--- src/rtl/prog_ctr_seq.sv ---
// Instruction-fetch program counter with multi-program start, relative/absolute
// branches, a hardware return-address stack and an IDLE/RUN/HALTED controller.
module prog_ctr_seq #(
  parameter int A           = 10,
  parameter int NPROG       = 3,
  parameter int PROG_STRIDE = 100,
  parameter int STACK_DEPTH = 4
) (
  input  logic         Clk,
  input  logic         Reset,
  input  logic         Start,
  input  logic         Branch,
  input  logic         Bol,
  input  logic         Cond,
  input  logic [A-1:0] Target,
  input  logic         Call,
  input  logic         Ret,
  input  logic         Halt,
  output logic [A-1:0] ProgCtr,
  output logic [2:0]   ProgIdx,
  output logic         Running,
  output logic         Done,
  output logic         StackOvf,
  output logic         StackUnf
);

  localparam int IW = $clog2(STACK_DEPTH);
  localparam int PW = IW + 1;
  localparam int SW = 4;
  localparam logic [SW-1:0] CNT_MAX  = SW'(NPROG + 1);
  localparam logic [PW-1:0] SP_FULL  = PW'(STACK_DEPTH);

  typedef enum logic [1:0] {S_IDLE, S_RUN, S_HALTED} state_t;

  state_t        state_q, state_d;
  logic [A-1:0]  pc_q, pc_d;
  logic [2:0]    idx_q, idx_d;
  logic [SW-1:0] cnt_q, cnt_d;
  logic          start_q;
  logic [PW-1:0] sp_q, sp_d;
  logic          ovf_q, ovf_d;
  logic          unf_q, unf_d;
  logic          push;

  logic [A-1:0]  stack_mem [STACK_DEPTH];
  logic [A-1:0]  base_tbl [NPROG];
  logic [A-1:0]  ld_pc;
  logic [2:0]    ld_idx;
  logic          rise, fall, load;
  logic [A-1:0]  pc_inc, pc_rel, stack_top;

  // Program base addresses are elaboration-time constants, wrapped to A bits.
  generate
    for (genvar gi = 0; gi < NPROG; gi++) begin : g_base
      localparam int unsigned BASE_FULL = gi * PROG_STRIDE;
      assign base_tbl[gi] = BASE_FULL[A-1:0];
    end
  endgenerate

  assign rise      = ~start_q & Start;
  assign fall      = start_q & ~Start;
  assign load      = fall && (cnt_q != '0) && (cnt_q <= SW'(NPROG));
  assign pc_inc    = pc_q + A'(1);
  assign pc_rel    = pc_q + Target + A'(1);
  assign stack_top = stack_mem[IW'(sp_q - PW'(1))];

  always_comb begin
    ld_pc  = '0;
    ld_idx = '0;
    for (int k = 0; k < NPROG; k++) begin
      if (cnt_q == SW'(k + 1)) begin
        ld_pc  = base_tbl[k];
        ld_idx = 3'(k);
      end
    end
  end

  always_comb begin
    state_d = state_q;
    pc_d    = pc_q;
    idx_d   = idx_q;
    sp_d    = sp_q;
    ovf_d   = ovf_q;
    unf_d   = unf_q;
    push    = 1'b0;
    cnt_d   = (rise && cnt_q != CNT_MAX) ? cnt_q + SW'(1) : cnt_q;

    if (load) begin
      pc_d    = ld_pc;
      idx_d   = ld_idx;
      state_d = S_RUN;
      sp_d    = '0;
      ovf_d   = 1'b0;
      unf_d   = 1'b0;
    end else if (state_q == S_RUN) begin
      if (Halt) begin
        state_d = S_HALTED;
      end else if (Ret) begin
        if (sp_q != '0) begin
          pc_d = stack_top;
          sp_d = sp_q - PW'(1);
        end else begin
          pc_d  = pc_inc;
          unf_d = 1'b1;
        end
      end else if (Call) begin
        // A full stack drops the return address but the jump is still taken.
        pc_d = Target;
        if (sp_q != SP_FULL) begin
          push = 1'b1;
          sp_d = sp_q + PW'(1);
        end else begin
          ovf_d = 1'b1;
        end
      end else if (Branch && Cond) begin
        pc_d = Bol ? Target : pc_rel;
      end else begin
        pc_d = pc_inc;
      end
    end
  end

  always_ff @(posedge Clk) begin
    if (Reset) begin
      state_q <= S_IDLE;
      pc_q    <= '0;
      idx_q   <= '0;
      cnt_q   <= '0;
      start_q <= 1'b0;
      sp_q    <= '0;
      ovf_q   <= 1'b0;
      unf_q   <= 1'b0;
    end else begin
      state_q <= state_d;
      pc_q    <= pc_d;
      idx_q   <= idx_d;
      cnt_q   <= cnt_d;
      start_q <= Start;
      sp_q    <= sp_d;
      ovf_q   <= ovf_d;
      unf_q   <= unf_d;
    end
  end

  always_ff @(posedge Clk) begin
    if (push && !Reset) begin
      stack_mem[IW'(sp_q)] <= pc_inc;
    end
  end

  assign ProgCtr  = pc_q;
  assign ProgIdx  = idx_q;
  assign Running  = (state_q == S_RUN);
  assign Done     = (state_q == S_HALTED);
  assign StackOvf = ovf_q;
  assign StackUnf = unf_q;

endmodule

--- config.mk ---
export PLATFORM = sky130hd
export DESIGN_NAME = prog_ctr_seq
export DESIGN_NICKNAME = d
export VERILOG_FILES = /design/src/rtl/prog_ctr_seq.sv
export SDC_FILE = /design/constraint.sdc
export NUM_CORES = 1
export LEC_CHECK = 0
export ABC_AREA = 1
export CORE_MARGIN = 5
export CORE_UTILIZATION = 60
export DETAILED_ROUTE_END_ITERATION = 7
export PLACE_DENSITY = 0.83
export SYNTH_ARGS = -nofsm -noshare
export SYNTH_HDL_FRONTEND = slang
export SYNTH_SLANG_ARGS = --single-unit
--- constraint.sdc ---
create_clock -name Clk -period 3.45 [get_ports Clk]
set_input_delay 0.345 -clock Clk [delete_from_list [all_inputs] [get_ports Clk]]
set_output_delay 0.345 -clock Clk [all_outputs]
set_load 0.01 [all_outputs]
# After elaboration in Yosys (flattened, before gate mapping)
# Memories as Yosys holds them, arrays and structs flattened.
# Cells that the tools add are included.
classes:
  addsub: 6
  n_lt_le_gt_ge: 1
  n_eq_ne: 8
  muxes: 27
  bitwise: 8
  reduce_logical: 19
op_table:
  columns: ["cell", "count"]
  rows:
  - ["10-bit 2-to-1 mux", 9]
  - ["10-bit by 1-bit adder with 10-bit output (second input constant)", 2]
  - ["3-bit 2-to-1 mux", 5]
  - ["1-bit 2-to-1 mux", 12]
  - ["10-bit adder", 1]
  - ["5-bit AND reduction", 2]
  - ["4-bit by 2-bit == test with 1-bit output (second input constant)", 2]
  - ["2-bit nonzero test", 4]
  - ["7-bit 2-to-1 mux", 1]
  - ["1-bit inverter", 6]
  - ["2-bit AND reduction", 3]
  - ["1-bit logical AND", 5]
  - ["4-bit by 1-bit adder with 4-bit output (second input constant)", 1]
  - ["4-bit by 2-bit less-or-equal comparator with 1-bit output (second input constant)", 1]
  - ["2-bit by 1-bit inequality test with 1-bit output (second input constant)", 2]
  - ["4-bit by 3-bit inequality test with 1-bit output (second input constant)", 1]
  - ["4-bit AND reduction", 1]
  - ["4-bit nonzero test", 1]
  - ["3-bit by 1-bit adder with 3-bit output (second input constant)", 1]
  - ["3-bit inequality test (second input constant)", 1]
  - ["3-bit nonzero test", 1]
  - ["3-bit by 1-bit subtractor with 3-bit output (second input constant)", 1]
  - ["1-bit AND", 2]
  - ["2-bit by 1-bit == test with 1-bit output (second input constant)", 1]
  - ["3 further kinds", 3]
totals:
  register_bits: 25
  ramBits: 40
  in_bits: 19
  out_inout_bits: 17
  wordCells: 79
  memories: 1
mem_list:
  columns: ["memory", "depth", "word_bits", "read_ports", "rd_clocked_by_memory_dff", "write_ports", "line_no", "rtl"]
  rows:
  - ["stack_mem", 4, 10, 1, 0, 1, "45", "logic [A-1:0] stack_mem [STACK_DEPTH];"]

# Longest topological paths before layout
depth:
  word_depth: 10
  ltp_mapped: 14
  mapped_depth_nobuf: 14

# Worst setup path before layout
# Ideal clock, no wire load.
synth_path:
  path_type: "reg-to-reg"
  startpoint: "register sp_q[0]"
  endpoint: "memory stack_mem[1][0], enable pin"
  setup_time_ns: 0.376
  arrival_time_ns: 1.961
  required_time_ns: 3.074
  slack_ns: 1.113
  stages_incl_launch_ff: 9
  path_buffers: 2
  period_less_slack_ns: 2.337
  path_cell_list: "dfxtp_1 inv_1 buf_2 buf_2 ha_1 ha_1 nor3_1 nand2_1 nor2_1"
synth_between:
  elab_chain_cells: 10
synth_lines:
  columns: ["element", "line_no", "rtl"]
  rows:
  - ["start: declaration", "40", "logic [PW-1:0] sp_q, sp_d;"]
  - ["start signal: assignment", "139", "sp_q <= sp_d;"]
  - ["3-bit inequality test", "109", "if (sp_q != SP_FULL) begin"]
  - ["1-bit 2-to-1 mux", "109", null]
  - ["1-bit 2-to-1 mux", "106", "end else if (Call) begin"]
  - ["1-bit 2-to-1 mux", "98", "end else if (Ret) begin"]
  - ["1-bit 2-to-1 mux", "96", "if (Halt) begin"]
  - ["1-bit 2-to-1 mux", "95", "end else if (state_q == S_RUN) begin"]
  - ["1-bit 2-to-1 mux", "88", "if (load) begin"]
  - ["1-bit logical AND", "146", "if (push && !Reset) begin"]
  - ["1-bit 2-to-1 mux", "146", null]
  - ["1-bit 2-to-1 mux (not written as such)", "147", "stack_mem[IW'(sp_q)] <= pc_inc;"]
  - ["end: declaration", "45", null]
# Parallel ways exist; a longest one is shown, timed or not.

# Worst setup path in the final report
layout_path:
  startpoint: "input Call"
  endpoint: "memory stack_mem[2][2], enable pin"
layout_between:
  elab_chain_cells: 8
layout_lines:
  columns: ["element", "line_no", "rtl"]
  rows:
  - ["start: declaration", "16", "input logic Call,"]
  - ["1-bit 2-to-1 mux", "106", null]
  - ["1-bit 2-to-1 mux", "98", null]
  - ["1-bit 2-to-1 mux", "96", null]
  - ["1-bit 2-to-1 mux", "95", null]
  - ["1-bit 2-to-1 mux", "88", null]
  - ["1-bit logical AND", "146", null]
  - ["1-bit 2-to-1 mux", "146", null]
  - ["1-bit 2-to-1 mux (not written as such)", "147", null]
# No other way between the ends.

==> metrics.txt <==
status complete, no violations; total number of vias about 3300; cell area power density a little under 400 mW/mm^2; RSZ-0062 raised after global routing no; synth top area cells edfxtp_1 33%, dfxtp_1 13%, nand2_1 8.9%; CP max stage cell nor2_1; # diodes 0; CTS resizes 0; initial antenna violation count 0; Mean Syn Cell Area slightly above 8 sq um; Slew @ Worst Pin between 0.9 and 1 ns; Hold Crit Class reg -> reg; slew margin rel. 39.7%; ratio of cells with drive above 1 in the final layout around 7.6%; Worst-Skew Late Latency 0.34 ns; wire length per cell 16.4 um; Die ar. a little under 0.008 sq mm; initial drt markers 221; Mapped Nets 494; area delta synth->final 17.5%; Cells on Worst Hold Path 2; final hold vios 0; GRT Residual Overflow 0; R2R depth 6; total clock sinks 64; leakage around 1.8 nW; critical path type in -> reg; Clock Skews between 0.009 and 0.01 ns; top achievable clock speed around 400 MHz; CTS buffer count 9; WP data required 3.41 ns; Buffers on Ports 34; synth unique cells 42; cts hold-fix bufs 0; clk buf depth 2; share of the yosys chip area belonging to registers between 40% and 50%; fin crit period 2.51 ns; final slew viol count 0; CTS Root Cell clkbuf_8; Post-DRT Antenna Nets 0; #FFs+latches synth 64; row cnt 28; top-area cell type share of the netlist area approximately 33%; post-CTS setup buffer count 0; # Max-Cap Violations 0; Startpoint Class input pin; IO Count 36; Setup TNS 0 ns; ys async rst share 0%; Worst Path Buf+Inv 3; first-pass GRT wire length between 15 and 20 mm; Die Ht between 80 and 90 um; Die W around 88 um; CTS tree done; critical path cell sequence clkdlybuf4s50_1, inv_1, nor2_1, inv_1, nor3_1, nand2_1, nor2_1; via/cell ratio roughly 5.7; vias in the first global route about 3300; CP peak stage delay approximately 0.71 ns; GR Util All Layers 26.3%; Synth Cell Area 0.00368 sq mm; gpl congestion about 0.93; Post-Syn Instances 455; Core ar. 0.00596 sq mm; Worst path top cell family by delay simple AND/OR/NAND/NOR gates; top-count cell post-synth nand2_1; Final HPWL DP 7.13 mm; Setup Viol. Count Final 0; dominant synthesized flop cell edfxtp_1; DR pass1 iterations 5; Arr. time, crit path ~2.5 ns; Setup crit end kind flop; Crit path depth 7; yosys warns 0; top cell types by occurrence after synthesis 87 x nand2_1, 57 x nor2_1, 54 x inv_1, 42 x a21oi_1, 40 x edfxtp_1; H-Tree Depth 3; starting density of the core 61.7%; pin count of the biggest net entering global routing 25; post-route clock period utilization just over 70%; maximum resistive drop on vdd ~0.29 mV; Worst-path clk slew 0.06 ns; fin nets between 500 and 600; power consumption between 1.5 and 2 mW; dominant cell type by area after synthesis edfxtp_1; wirelength, routed between 9 and 10 mm; drt drc 0; crit path max fanout 10; Post-synth EDFFs 40
-- through the flow --
step	cell area (sq um)	worst slack, ns	instances	hold slack, ns	utilization, %
3_5_place_dp	4100	0.580	560	0.475	68.9
6_report	4320	0.940	576	0.486	72.5
3_3_place_gp	4100	0.721	560	0.477	68.9
4_1_cts	4320	0.935	576	0.490	72.5
2_1_floorplan	3680	1.11	455	0.453	-
5_1_grt	4320	0.604	576	0.527	72.5
-- where the power goes --
part           switching, mW  internal [mW]  total (mW)
clock network          0.289          0.393       0.682
registers             0.0116          0.816       0.828
logic                  0.107         0.0711       0.178
total                  0.407           1.28        1.69
-- logic make-up after synthesis --
kind of cell	Yosys count	share of synthesized area, %
XOR/XNOR	11	2.62
AO/OA/AOI/OAI	98	14.8
adder cells (fa/ha/maj)	20	7.01
buffers and inverters	68	7.35
AND/OR/NAND/NOR	193	22.4
flip-flops	64	45.7
other	1	0.102
-- sequential cells by signal, summed over array words and instances, names as in the netlist --
name and count:
stack_mem 40, ProgCtr 10, cnt_q 4, sp_q 3, ProgIdx 2, state_q 2, StackOvf 1, StackUnf 1
start_q 1
-- layout by cell type (no fill, tap or decap), drive strengths merged, types with 4 or more instances in the layout --
cell type,instances
a21oi,43
buf,5
clkbuf,12
clkdlybuf4s50,34
clkinv,4
dfxtp,24
edfxtp,40
ha,19
inv,57
nand2,89
nand3,32
nor2,60
o21ai,40
or2,4
xor2,8
-- routing by layer --
layer / vias to the layer above / track usage [%] / wire [um]
met3: 30 / 3.72 / 522
li1: 1606 / - / -
met4: 0 / 12.6 / 267
met2: 138 / 45.0 / 4670
met5: - / 0 / 0
met1: 1515 / 32.9 / 3980
-- worst min-delay path: cells and delay by family, from the launching register on --
family           cells  cell delay [ns]
and+or+nand+nor      2             0.13
DFF                  1             0.32
-- worst paths after layout --
path / startpoint / end / slack, ns
worst max-delay path: Call / stack_mem[2][2]$_DFFE_PP_ / 0.94
worst min-delay path: ProgIdx[1]$_SDFFE_PP0P_ / ProgIdx[1]$_SDFFE_PP0P_ / 0.49
worst max register to register: sp_q[1]$_SDFFE_PP0P_ / stack_mem[2][2]$_DFFE_PP_ / 1.12
worst min register to register: ProgIdx[1]$_SDFFE_PP0P_ / ProgIdx[1]$_SDFFE_PP0P_ / 0.49
-- area by class of cell --
class / instances / area [sq um]
clock inverter: 4 / 51.3
inverter: 59 / 225
sequential: 64 / 1680
clock buffer: 12 / 165
timing repair buffer: 39 / 378
fill: 482 / 1640
multi-input combinational: 323 / 1730
tap: 75 / 93.8
No activity file was read; power rests on OpenSTA's default activity.
